### src/rtl/apb_core_master_pkg.sv
// Shared constants for the APB core master: FSM encodings, default widths and
// the timeout counter width helper.
package apb_core_master_pkg;

    localparam int unsigned DEF_BUS_WIDTH  = 16;
    localparam int unsigned DEF_DATA_WIDTH = 16;
    localparam int unsigned DEF_TIMEOUT    = 64;
    localparam logic [15:0] DEF_ERR_DATA   = 16'hDEAD;

    typedef logic [1:0] apbm_state_t;

    localparam apbm_state_t APBM_IDLE   = 2'd0;
    localparam apbm_state_t APBM_SETUP  = 2'd1;
    localparam apbm_state_t APBM_ACCESS = 2'd2;
    localparam apbm_state_t APBM_DONE   = 2'd3;

    // At least one bit so a disabled timeout (limit 0) still elaborates.
    function automatic int unsigned ctr_width(input int unsigned limit);
        return (limit == 0) ? 1 : $clog2(limit + 1);
    endfunction

endpackage

### src/rtl/apb_timeout_ctr.sv
// Per-transfer ACCESS-cycle counter; flags the cycle in which the wait budget
// runs out. Saturates instead of wrapping when the timeout is disabled.
module apb_timeout_ctr
    import apb_core_master_pkg::*;
#(
    parameter int unsigned LIMIT = DEF_TIMEOUT
) (
    input  logic clk,
    input  logic reset,
    input  logic clear_i,
    input  logic enable_i,
    output logic expired_o
);

    localparam int unsigned CntW    = ctr_width(LIMIT);
    localparam int unsigned LastVal = (LIMIT == 0) ? 0 : LIMIT - 1;
    localparam logic [CntW-1:0] Last = CntW'(LastVal);

    logic [CntW-1:0] cnt_q, cnt_d;

    always_comb begin
        cnt_d = cnt_q;
        if (clear_i) begin
            cnt_d = '0;
        end else if (enable_i && (cnt_q != '1)) begin
            cnt_d = cnt_q + CntW'(1);
        end
    end

    always_ff @(posedge clk) begin
        if (reset) begin
            cnt_q <= '0;
        end else begin
            cnt_q <= cnt_d;
        end
    end

    assign expired_o = (LIMIT != 0) && (cnt_q == Last);

endmodule

### src/rtl/apb_core_master.sv
// Core load/store port to APB3 master bridge with a per-transfer PREADY
// timeout. PSEL is held for the whole transfer; all outputs are registered.
module apb_core_master
    import apb_core_master_pkg::*;
#(
    parameter int unsigned BUS_WIDTH      = DEF_BUS_WIDTH,
    parameter int unsigned DATA_WIDTH     = DEF_DATA_WIDTH,
    parameter int unsigned TIMEOUT_CYCLES = DEF_TIMEOUT,
    parameter logic [DATA_WIDTH-1:0] ERR_DATA = DATA_WIDTH'(DEF_ERR_DATA)
) (
    input  logic                  clk,
    input  logic                  reset,
    input  logic                  core_req,
    input  logic                  core_we,
    input  logic [BUS_WIDTH-1:0]  core_addr,
    input  logic [DATA_WIDTH-1:0] core_wdata,
    output logic [DATA_WIDTH-1:0] core_rdata,
    output logic                  core_ack,
    output logic                  core_err,
    output logic                  core_busy,
    output logic [BUS_WIDTH-1:0]  M_PADDR,
    output logic                  M_PWRITE,
    output logic                  M_PSELx,
    output logic                  M_PENABLE,
    output logic [DATA_WIDTH-1:0] M_PWDATA,
    input  logic [DATA_WIDTH-1:0] M_PRDATA,
    input  logic                  M_PREADY
);

    apbm_state_t           state_q, state_d;
    logic [BUS_WIDTH-1:0]  paddr_q, paddr_d;
    logic [DATA_WIDTH-1:0] pwdata_q, pwdata_d;
    logic [DATA_WIDTH-1:0] rdata_q, rdata_d;
    logic pwrite_q, pwrite_d, psel_q, psel_d, penable_q, penable_d;
    logic ack_q, ack_d, err_q, err_d, busy_q, busy_d;
    logic ctr_clear, ctr_en, ctr_expired;

    apb_timeout_ctr #(
        .LIMIT(TIMEOUT_CYCLES)
    ) u_timeout_ctr (
        .clk      (clk),
        .reset    (reset),
        .clear_i  (ctr_clear),
        .enable_i (ctr_en),
        .expired_o(ctr_expired)
    );

    always_comb begin
        state_d   = state_q;
        paddr_d   = paddr_q;
        pwdata_d  = pwdata_q;
        pwrite_d  = pwrite_q;
        psel_d    = psel_q;
        penable_d = penable_q;
        rdata_d   = rdata_q;
        ack_d     = ack_q;
        err_d     = err_q;
        busy_d    = busy_q;
        ctr_clear = 1'b0;
        ctr_en    = 1'b0;
        case (state_q)
            APBM_IDLE: begin
                if (core_req) begin
                    pwrite_d  = core_we;
                    paddr_d   = core_addr;
                    pwdata_d  = core_wdata;
                    psel_d    = 1'b1;
                    penable_d = 1'b0;
                    busy_d    = 1'b1;
                    state_d   = APBM_SETUP;
                end
            end
            APBM_SETUP: begin
                penable_d = 1'b1;
                ctr_clear = 1'b1;
                state_d   = APBM_ACCESS;
            end
            APBM_ACCESS: begin
                // PREADY takes priority over a timeout in the same cycle.
                if (M_PREADY || ctr_expired) begin
                    psel_d    = 1'b0;
                    penable_d = 1'b0;
                    ack_d     = 1'b1;
                    busy_d    = 1'b0;
                    err_d     = !M_PREADY;
                    if (pwrite_q) begin
                        rdata_d = '0;
                    end else begin
                        rdata_d = M_PREADY ? M_PRDATA : ERR_DATA;
                    end
                    state_d = APBM_DONE;
                end else begin
                    ctr_en = 1'b1;
                end
            end
            APBM_DONE: begin
                ack_d   = 1'b0;
                err_d   = 1'b0;
                rdata_d = '0;
                state_d = APBM_IDLE;
            end
            default: state_d = APBM_IDLE;
        endcase
    end

    always_ff @(posedge clk) begin
        if (reset) begin
            state_q   <= APBM_IDLE;
            paddr_q   <= '0;
            pwdata_q  <= '0;
            pwrite_q  <= 1'b0;
            psel_q    <= 1'b0;
            penable_q <= 1'b0;
            rdata_q   <= '0;
            ack_q     <= 1'b0;
            err_q     <= 1'b0;
            busy_q    <= 1'b0;
        end else begin
            state_q   <= state_d;
            paddr_q   <= paddr_d;
            pwdata_q  <= pwdata_d;
            pwrite_q  <= pwrite_d;
            psel_q    <= psel_d;
            penable_q <= penable_d;
            rdata_q   <= rdata_d;
            ack_q     <= ack_d;
            err_q     <= err_d;
            busy_q    <= busy_d;
        end
    end

    assign core_rdata = rdata_q;
    assign core_ack   = ack_q;
    assign core_err   = err_q;
    assign core_busy  = busy_q;
    assign M_PADDR    = paddr_q;
    assign M_PWRITE   = pwrite_q;
    assign M_PSELx    = psel_q;
    assign M_PENABLE  = penable_q;
    assign M_PWDATA   = pwdata_q;

endmodule
### config.mk
export PLATFORM = sky130hd
export DESIGN_NAME = apb_core_master
export DESIGN_NICKNAME = d
export VERILOG_FILES = /design/src/rtl/apb_core_master_pkg.sv /design/src/rtl/apb_timeout_ctr.sv /design/src/rtl/apb_core_master.sv
export SDC_FILE = /design/constraint.sdc
export NUM_CORES = 1
export LEC_CHECK = 0
export CORE_UTILIZATION = 46
export DETAILED_ROUTE_END_ITERATION = 8
export GPL_ROUTABILITY_DRIVEN = 0
export GPL_TIMING_DRIVEN = 0
export PLACE_DENSITY_LB_ADDON = 0.12
export SYNTH_ARGS = -nofsm -noshare
export SYNTH_HDL_FRONTEND = slang
export SYNTH_HIERARCHICAL = 1
export SYNTH_SLANG_ARGS = --single-unit
### constraint.sdc
create_clock -name clk -period 7 [get_ports clk]
set_input_delay 0.7 -clock clk [delete_from_list [all_inputs] [get_ports clk]]
set_output_delay 0.7 -clock clk [all_outputs]
set_load 0.02 [all_outputs]
; Word level (Yosys, flattened, before mapping)
; Cells that the tools add are included.
[word_totals]
mem_bits_ro = 0
out_inout_bits = 54
elab_cells = 50
register_bits = 62
memories = 0
ramBits = 0
latch_bits = 0
in_bits = 53
[op_classes]
eq_ne = 7
shift = 0
multipliers = 0
n_lt_le_gt_ge = 0
div = 0
bitwise = 0
mux = 19
add_sub_neg = 1
n_reduce_logical = 13
[op_table]
columns = op, n
row1 = 16-bit 2-to-1 mux, 3
row2 = 16-bit case mux with 2 select lines, 1
row3 = 1-bit 2-to-1 mux, 8
row4 = 2-bit case mux with 4 select lines, 1
row5 = 7-bit by 1-bit adder with 7-bit output (second input constant), 1
row6 = 7-bit by 6-bit == test with 1-bit output (second input constant), 1
row7 = 7-bit != test (second input constant), 1
row8 = 1-bit case mux with 2 select lines, 3
row9 = 2-bit AND reduction, 3
row10 = 3-bit AND reduction, 2
row11 = 2-bit == test (second input constant), 2
row12 = 2-bit 2-to-1 mux, 2
row13 = 2-bit != test (second input constant), 2
row14 = 2-bit nonzero test, 2
row15 = 1-bit case mux with 3 select lines, 1
row16 = 3-bit nonzero test, 1
row17 = 2-bit by 1-bit == test with 1-bit output (second input constant), 1
row18 = 2-bit logical NOT, 1
row19 = 2-bit OR reduction, 1
row20 = 1-bit logical AND, 1
row21 = 1-bit logical NOT, 1
row22 = 1-bit logical OR, 1

; Depth between registers and ports, before layout
; Gate-level depths: netlist of run 1.
[depth]
depth_word = 5
mapped_depth = 10
mapped_depth_nobuf = 7

; Cells and area by module
; Netlist of run 1, hierarchy kept.
[by_module_without_submodules]
columns = module, area_per_inst_um2, seq_area_each_um2, cells_per_inst, instances
row1 = apb_core_master, 2259.7, 1101.1, 260, 1
row2 = apb_timeout_ctr, 357.8, 140.1, 40, 1

; Worst setup path after synthesis of run 1
; No wires, ideal clock.
[synth_timing]
kind = register to register
startpoint = register u_timeout_ctr.cnt_q[4]
endpoint = register u_timeout_ctr.cnt_q[5]
setup_ns = 0.116
synth_period_minus_slack_ns = 2.299
required_ns = 6.884
arrival_ns = 2.184
slack_ns = 4.701
stages_incl_launch_ff = 11
path_buffers = 3
path_cell_list = dfxtp_1 > and4_1 > buf_6 > and3b_1 > or3b_1 > buf_6 > clkinv_4 > buf_12 > nand4_1 > a2111oi_2 > and3b_1
[synth_between]
elab_chain_cells = 5
elab_cells_between_ends = 7
cone_classes = add/sub (1) / eq/ne (2) / mux (2) / reduce/logical (2)
[synth_rtl]
columns = element, line_no
row1 = from (decl), apb_timeout_ctr.sv:19  ; logic [CntW-1:0] cnt_q, cnt_d;
row2 = from (signal assigned), apb_timeout_ctr.sv:34  ; cnt_q <= cnt_d;
row3 = 7-bit by 6-bit == test with 1-bit output, apb_timeout_ctr.sv:38  ; assign expired_o = (LIMIT != 0) && (cnt_q == Last);
row4 = via ctr_expired, apb_core_master.sv:36  ; logic ctr_clear, ctr_en, ctr_expired;
row5 = 1-bit logical OR, apb_core_master.sv:80  ; if (M_PREADY || ctr_expired) begin
row6 = 1-bit 2-to-1 mux, apb_core_master.sv:80
row7 = 1-bit 2-to-1 mux, apb_core_master.sv:61  ; case (state_q)
row8 = via ctr_en, apb_core_master.sv:36
row9 = 1-bit logical AND, apb_timeout_ctr.sv:25  ; end else if (enable_i && (cnt_q != '1)) begin
; The timed path passes the listed nets, and every way through them passes these cells.
; A chain may end at the register's enable or synchronous reset.

; Worst setup path in the final report of run 1
[layout_timing]
startpoint = input port M_PREADY
endpoint = register u_timeout_ctr.cnt_q[5]
[layout_between]
elab_chain_cells = 4
[layout_rtl]
columns = element, line_no
row1 = from (decl), apb_core_master.sv:27  ; input logic M_PREADY
row2 = 1-bit logical OR, apb_core_master.sv:80
row3 = 1-bit 2-to-1 mux, apb_core_master.sv:80
row4 = 1-bit 2-to-1 mux, apb_core_master.sv:61
row5 = via ctr_en, apb_core_master.sv:36
row6 = 1-bit logical AND, apb_timeout_ctr.sv:25
; The timed path passes the listed nets, and every way through them passes these cells.

==> results of run 1 <==
## per-stage QoR
step | instances | cell area (um^2) | hold WS, ns
2_1_floorplan | 300 | 2620 | 0.445
3_3_place_gp | 478 | 3770 | 0.441
3_5_place_dp | 478 | 3770 | 0.448
4_1_cts | 494 | 3980 | 0.454
5_1_grt | 494 | 3980 | 0.474
6_report | 494 | 3980 | 0.453
## cell type report
type                    count  area, um^2
plain buffers              22         121
clock buffers              12         145
clock inverters             4        70.1
fillers                   467        1520
inverters                   5        23.8
multi-input cells         211        1230
flip-flops and latches     62        1240
well taps                  72        90.1
repair buffers            106        1060
## registers in the layout, summed over array words and instances (netlist names)
signal               count
M_PADDR                 16
M_PENABLE                1
M_PWDATA                16
M_PWRITE                 1
core_ack                 1
core_busy                1
core_err                 1
core_rdata              16
state_q                  2
u_timeout_ctr/cnt_q      7
## cell families (layout without fill, tap and decap cells)
group	count (synthesis)	count (layout)	share of synthesized area (%)
compound gates	94	94	23.9
fa+ha+maj	6	6	2.87
buf+inv	27	149	5.54
flops	62	62	47.4
mux	2	2	0.765
simple gates	109	109	19.5
## placed cells by master, fill, tap and decap left out, drive strengths merged, types with 3 or more instances in the layout
cell           instances
dfxtp                 62
a22o                   5
clkdlybuf4s50        106
inv                    4
nand2b                12
clkinv                 3
nor2                   4
and3b                  3
o21ai                 16
ha                     6
a21oi                 54
buf                    9
nand2                 73
clkbuf                25
o211ai                11
## critical path, delay by kind of cell
| family | cells | cell delay (ns) |
|---|---|---|
| buffers and inverters | 4 | 0.91 |
| and+or+nand+nor | 3 | 0.82 |
| AOI/OAI and AO/OA | 1 | 0.35 |
## power by group
part           leakage, nW  switching, W  internal, W
combinational        0.810      0.000282     0.000224
sequential           0.506     0.0000387     0.000418
clock                0.110      0.000131     0.000209
total                 1.43      0.000452     0.000850
## worst min path at each step
| stage | slack (ns) | from | endpoint |
|---|---|---|---|
| 2_1_floorplan | 0.44 | u_timeout_ctr/cnt_q[4]$_SDFFE_PP0P_ | u_timeout_ctr/cnt_q[4]$_SDFFE_PP0P_ |
| 3_3_place_gp | 0.44 | M_PWDATA[5]$_SDFFE_PP0P_ | M_PWDATA[5]$_SDFFE_PP0P_ |
| 3_5_place_dp | 0.45 | M_PWDATA[13]$_SDFFE_PP0P_ | M_PWDATA[13]$_SDFFE_PP0P_ |
| 4_1_cts | 0.45 | M_PWDATA[6]$_SDFFE_PP0P_ | M_PWDATA[6]$_SDFFE_PP0P_ |
| 5_1_grt | 0.47 | M_PWDATA[6]$_SDFFE_PP0P_ | M_PWDATA[6]$_SDFFE_PP0P_ |
| 6_report | 0.45 | M_PWDATA[6]$_SDFFE_PP0P_ | M_PWDATA[6]$_SDFFE_PP0P_ |
## metal layers
metal / GRT usage, % / vias to the layer above
li1: - / 1272
met4: 10.8 / 0
met2: 37.4 / 72
met1: 28.0 / 1125
met3: 5.65 / 10
met5: 0 / -
==> reports/metrics.yaml, run 1 <==
outcome:
  status: "finished with violations"
  failed_checks: "design-rule violations"
clock_tree:
  cts_tree: "done"
  cts-root-buf: "clkbuf_8"
  htree_levels: 3
  cts_resized: 0
  cts.clk_slew.worst_paths_ns: 0.06
  cts_buffers: 9
  cts_buffer_depth: 2
  postCtsHoldBufs: 0
  cts_setup_buffers: 0
  clock-sinks: 62
  insertion_delay_ns: 0.34
global_routing:
  grt_pass1_wl_um: 10800
  grt_max_degree: 16
  grt_use_total_pct: 22.8
  antenna_found_initial: 0
  grt_pass1_vias: 2358
  grt_overflow_total: 0
synth:
  synth_area_mm2: 0.00262
  synth_cells: 300
  ys_seq_area_share_pct: 47.4
  synth.most_common_cell: "nand2_1"
  ys_async_sr_fraction_pct: 0
  syn_avg_cell_area_um2: 8.73
  ys_top_cells_by_count: "nand2_1 (73), dfxtp_1 (62), a21oi_1 (44), clkbuf_1 (13), nand2b_1 (12)"
  synth_area_leaders: "dfxtp_1 (47%), nand2_1 (10%), a21oi_1 (8.4%)"
  yosysUniqueCellTypes: 43
  yosysTopAreaCell: "dfxtp_1"
  synth_top_area_share_pct: 47.4
  yosysWarnings: 6
  syn-num-nets: 359
  synth-edff-count: 0
  ys_ff_latch: 62
  synth_flop_cell: "dfxtp_1"
timing:
  finalCriticalPeriod_ns: 2.58
  fin_crit_sh_pct: 36.8
  slew_headroom_pct: 52.2
  setup_viol: 0
  tightest_slew_ns: 0.718
  rsz0062_at_grt: "false"
  final.setup.tns_ns: 0
  clock_skew_ns: 0.0131
  fmax_mhz: 388
  setup_slack_ns: 4.42
  final-max-slew-violation-count: 0
  final_hold_viol_count: 0
critical_path:
  slowest_delay_ns: 0.54
  rr_worst_depth: 10
  crit_arrival_ns: 2.80
  critPathKind: "primary input to register"
  crit_chain: "clkdlybuf4s50_1, or3b_1, buf_6, clkinv_4, buf_12, nand4_1, a2111oi_2, and3b_1"
  cp_slowest_cell: "clkdlybuf4s50_1"
  rr_endpoint: "u_timeout_ctr/cnt_q[5]$_SDFFE_PP0P_"
  crit_path_end_kind: "register"
  cp.required_ns: 7.22
  start_kind: "primary input"
  worstReg2RegStart: "u_timeout_ctr/cnt_q[4]$_SDFFE_PP0P_"
  rrSetupSlack_ns: 4.51
  path_max_fanout: 15
  startpoint: "M_PREADY"
  endpoint: "u_timeout_ctr/cnt_q[5]$_SDFFE_PP0P_"
floorplan:
  pin_count: 107
  fp.dieH_um: 77.4
  initial_utilization_pct: 47.5
  die_area_mm2: 0.00600
  rows: 27
  chipWidth_um: 77.4
  coreArea_mm2: 0.00551
power:
  vdd.ir_drop.worst_mv: 0.193
  power_density_mw_per_mm2: 327
  p_leak_nw: 1.43
  power_w: 0.00130
hold_path:
  hold_class: "register to register"
  whs_path_depth: 2
route:
  viasPerCell: 5.02
  wirelength_um: 6440
  num_vias: 2479
  met2_length_um: 3110
  wl_per_cell_um: 13.0
  drtAntennaViolNets: 0
  drc: 2
  wl_met3_um: 392
  top_layer_used: "met4"
  drtIter0Drc: 99
  drt-met1-wl_um: 2840
  drt-pass1-iter-count: 6
flow_run:
  maxCapViolCount: 0
place:
  port_buffers: 106
  place_ws_ns: 4.08
  hpwl_um: 4630
finish:
  drive_gt1_share_pct: 10.4
  syn_to_final_growth_pct: 52.2
  antenna_cells: 0
  final_util_pct: 72.3
  final_nets: 476
(Power assumes the default switching activity.)
==> inputs of run 2 (changes only) <==
Settings changed: CORE_UTILIZATION 46 to 43.
Clock period 7 ns to 2.63 ns, I/O delays scaled along.
==> run 2 against run 1 <==
Net effect: the flow now finishes without violations; clock skew shrank 0.0047 ns; count of clock-buffer cells in the layout shrank 2; critical path depth grew 2; first-iteration DRC count shrank 21%; final area shrank 1.1%; hold slack gained 0.0024 ns; combinational power grew to 2.7 times the previous value; critical path type is now register to register; highest routed layer unchanged.
==> reports/metrics.yaml, run 2 (synthesized netlist as in run 1, its figures left out) <==
power:
  p_int_w: 0.00205  # +140%
  p_sw_share_pct: 37.4  # +2.7 points
  combPwrFrac_pct: 41.5  # +2.6 points
  vdd.ir_drop.worst_mv: 0.504  # +160%
  p_leak_nw: 1.40  # -2.0%
  power_density_mw_per_mm2: 830  # +150%
  p_clk_share_pct: 21.5  # -4.6 points
  p_seq_share_pct: 37.0  # +2.0 points
  switchingPower_w: 0.00122  # +170%
timing:
  slew_headroom_pct: 53.2  # +1.0 points
  setup_slack_ns: 0.264  # -4.16 ns
  fin_crit_sh_pct: 89.9
  rsz0062_at_grt: "false"
  clock_skew_ns: 0.00840  # -0.00474 ns
  tightest_slew_ns: 0.703  # -0.0152 ns
  final.setup.tns_ns: 0  # unchanged
  setup_viol: 0  # unchanged
  final_hold_viol_count: 0  # unchanged
  finalCriticalPeriod_ns: 2.37
  final-max-slew-violation-count: 0  # unchanged
  fmax_mhz: 423
floorplan:
  coreArea_mm2: 0.00589  # +6.9%
  fp.dieH_um: 80.0  # +3.3%
  initial_utilization_pct: 44.5  # -3.1 points
  pin_count: 107  # unchanged
  die_area_mm2: 0.00640  # +6.8%
  chipWidth_um: 80.0  # +3.3%
  rows: 28  # +3.7%
finish:
  antenna_cells: 0  # unchanged
  syn_to_final_growth_pct: 50.5
  final_util_pct: 66.9  # -5.4 points
  final_cell_mix: "clkdlybuf4s50_1 (106), nand2_1 (73), dfxtp_1 (62), a21oi_1 (44), clkbuf_1 (14)"
  final_nets: 476  # unchanged
  layout_commonest_cell: "clkdlybuf4s50_1"
  drive_gt1_share_pct: 10.7  # +0.24 points
  fillerInstances: 528  # +13%
clock_tree:
  clock-sinks: 62  # unchanged
  cts_resized: 0  # unchanged
  insertion_delay_ns: 0.33  # about the same
  cts_buffer_depth: 2  # unchanged
  postCtsHoldBufs: 0  # unchanged
  htree_levels: 3  # unchanged
  cts_setup_buffers: 0  # unchanged
  cts.clk_slew.worst_paths_ns: 0.07  # about the same
  cts_buffers: 9  # unchanged
  cts_tree: "done"
  cts-root-buf: "clkbuf_8"
critical_path:
  rrSetupSlack_ns: 0.26  # -4.25 ns
  path_max_fanout: 15  # unchanged
  worstReg2RegStart: "u_timeout_ctr/cnt_q[4]$_SDFFE_PP0P_"
  start_kind: "register"
  startpoint: "u_timeout_ctr/cnt_q[4]$_SDFFE_PP0P_"
  critPathKind: "register to register"
  crit_arrival_ns: 2.62  # -0.18 ns
  rr_endpoint: "u_timeout_ctr/cnt_q[3]$_SDFFE_PP0P_"
  rr_worst_depth: 10  # unchanged
  crit_path_end_kind: "register"
  cp.required_ns: 2.89  # -4.33 ns
hold_path:
  holdPathEnd: "M_PADDR[1]$_SDFFE_PP0P_"
  hold_class: "register to register"
  whs_path_depth: 2  # unchanged
  hold_start: "M_PADDR[1]$_SDFFE_PP0P_"
flow_run:
  maxCapViolCount: 0  # unchanged
global_routing:
  grt_max_degree: 16  # unchanged
  grt_use_total_pct: 20.6  # -2.2 points
  gr-usage-met3_pct: 4.80  # -0.85 points
  grt_pass1_vias: 2282  # -3.2%
  grt_use_met2_pct: 32.5  # -5.0 points
  grt_use_met1_pct: 26.9  # -1.1 points
  busiest_layer: "met2"
  grt_overflow_total: 0  # unchanged
  grt_pass1_wl_um: 10300  # -4.7%
  antenna_found_initial: 0  # unchanged
place:
  hpwl_um: 4590  # -0.86%
  place_ws_ns: 0.156  # -3.93 ns
  port_buffers: 106  # unchanged
route:
  drc: 0  # -2
  num_vias: 2466  # -0.52%
  drt-pass1-iter-count: 4  # -2
  drtAntennaViolNets: 0  # unchanged
  wirelength_um: 6380  # -0.96%
  drtIter0Drc: 78  # -21%
  viasPerCell: 4.96  # -1.1%
  wl_per_cell_um: 12.8  # -1.6%
outcome:
  status: "finished clean"
## run 2: layout make-up
type / count / area, um^2 / share of cell area, %
Clock buffer: 10 / 128 / 3.24
Multi-Input combinational cell: 211 / 1230 / 31.3
Sequential cell: 62 / 1240 / 31.5
Clock inverter: 6 / 38.8 / 0.985
Timing Repair Buffer: 106 / 1060 / 26.9
Buffer: 22 / 121 / 3.08
Tap cell: 75 / 93.8 / 2.38
Inverter: 5 / 23.8 / 0.604
## run 2: critical path, stage by stage, from the launching register on
cell and delay (ns):
dfxtp_1 0.33, and4_1 0.20, buf_6 0.13, and3b_1 0.21
or3b_1 0.37, buf_6 0.15, clkinv_4 0.08, buf_12 0.15
nand4_1 0.16, or3b_1 0.40, o21ai_1 0.08
## run 2: metal layers
layer	part of all wire [%]	vias up
li1	-	1264
met1	46	1122
met2	46	72
met3	6.3	8
met4	1.4	0
met5	0	-
## run 2: power by group through the flow
stage          clock, W  combinational [W]  sequential [W]
3_5_place_dp          0            0.00136         0.00123
3_3_place_gp          0            0.00134         0.00123
4_1_cts        0.000725            0.00136         0.00121
5_1_grt        0.000767            0.00148         0.00123
2_1_floorplan         0           0.000631         0.00141
6_report       0.000704            0.00136         0.00121
## run 2: per-stage QoR
stage,cell area [um^2],total power [W],hold slack (ns),std cells
2_1_floorplan,2620,0.00204,0.340,300
5_1_grt,3940,0.00347,0.467,497
3_3_place_gp,3770,0.00256,0.441,481
3_5_place_dp,3770,0.00259,0.447,481
6_report,3940,0.00327,0.456,497
4_1_cts,3940,0.00330,0.457,497
## run 2: worst max-delay path by stage
stage	to	slack, ns	cells past startpoint
3_3_place_gp	u_timeout_ctr/cnt_q[5]$_SDFFE_PP0P_	0.18	8
4_1_cts	u_timeout_ctr/cnt_q[5]$_SDFFE_PP0P_	0.15	10
5_1_grt	u_timeout_ctr/cnt_q[5]$_SDFFE_PP0P_	0.11	10
2_1_floorplan	u_timeout_ctr/cnt_q[5]$_SDFFE_PP0P_	0.33	10
6_report	u_timeout_ctr/cnt_q[3]$_SDFFE_PP0P_	0.26	10
3_5_place_dp	u_timeout_ctr/cnt_q[5]$_SDFFE_PP0P_	0.16	8
==> inputs of run 3 (changes only) <==
Settings changed: CORE_UTILIZATION 43 to 46, SETUP_SLACK_MARGIN set to 0.02.
Clock period 2.63 ns to 3.04 ns, I/O delays scaled along.
==> results of run 3 <==
The final DEF is identical to that of run 1. Status: finished with violations: design-rule violations.
Among the figures that moved: setup slack after placement 4.08 ns -> 0.521 ns; clock-pin slew on the worst setup and hold paths 0.06 ns -> 0.07 ns; setup slack after layout 4.42 ns -> 0.548 ns; start point of the critical path M_PREADY -> u_timeout_ctr/cnt_q[4]$_SDFFE_PP0P_; register-to-register setup slack 4.51 ns -> 0.55 ns; total power 0.00130 W -> 0.00300 W; worst IR drop on VDD 0.193 mV -> 0.443 mV
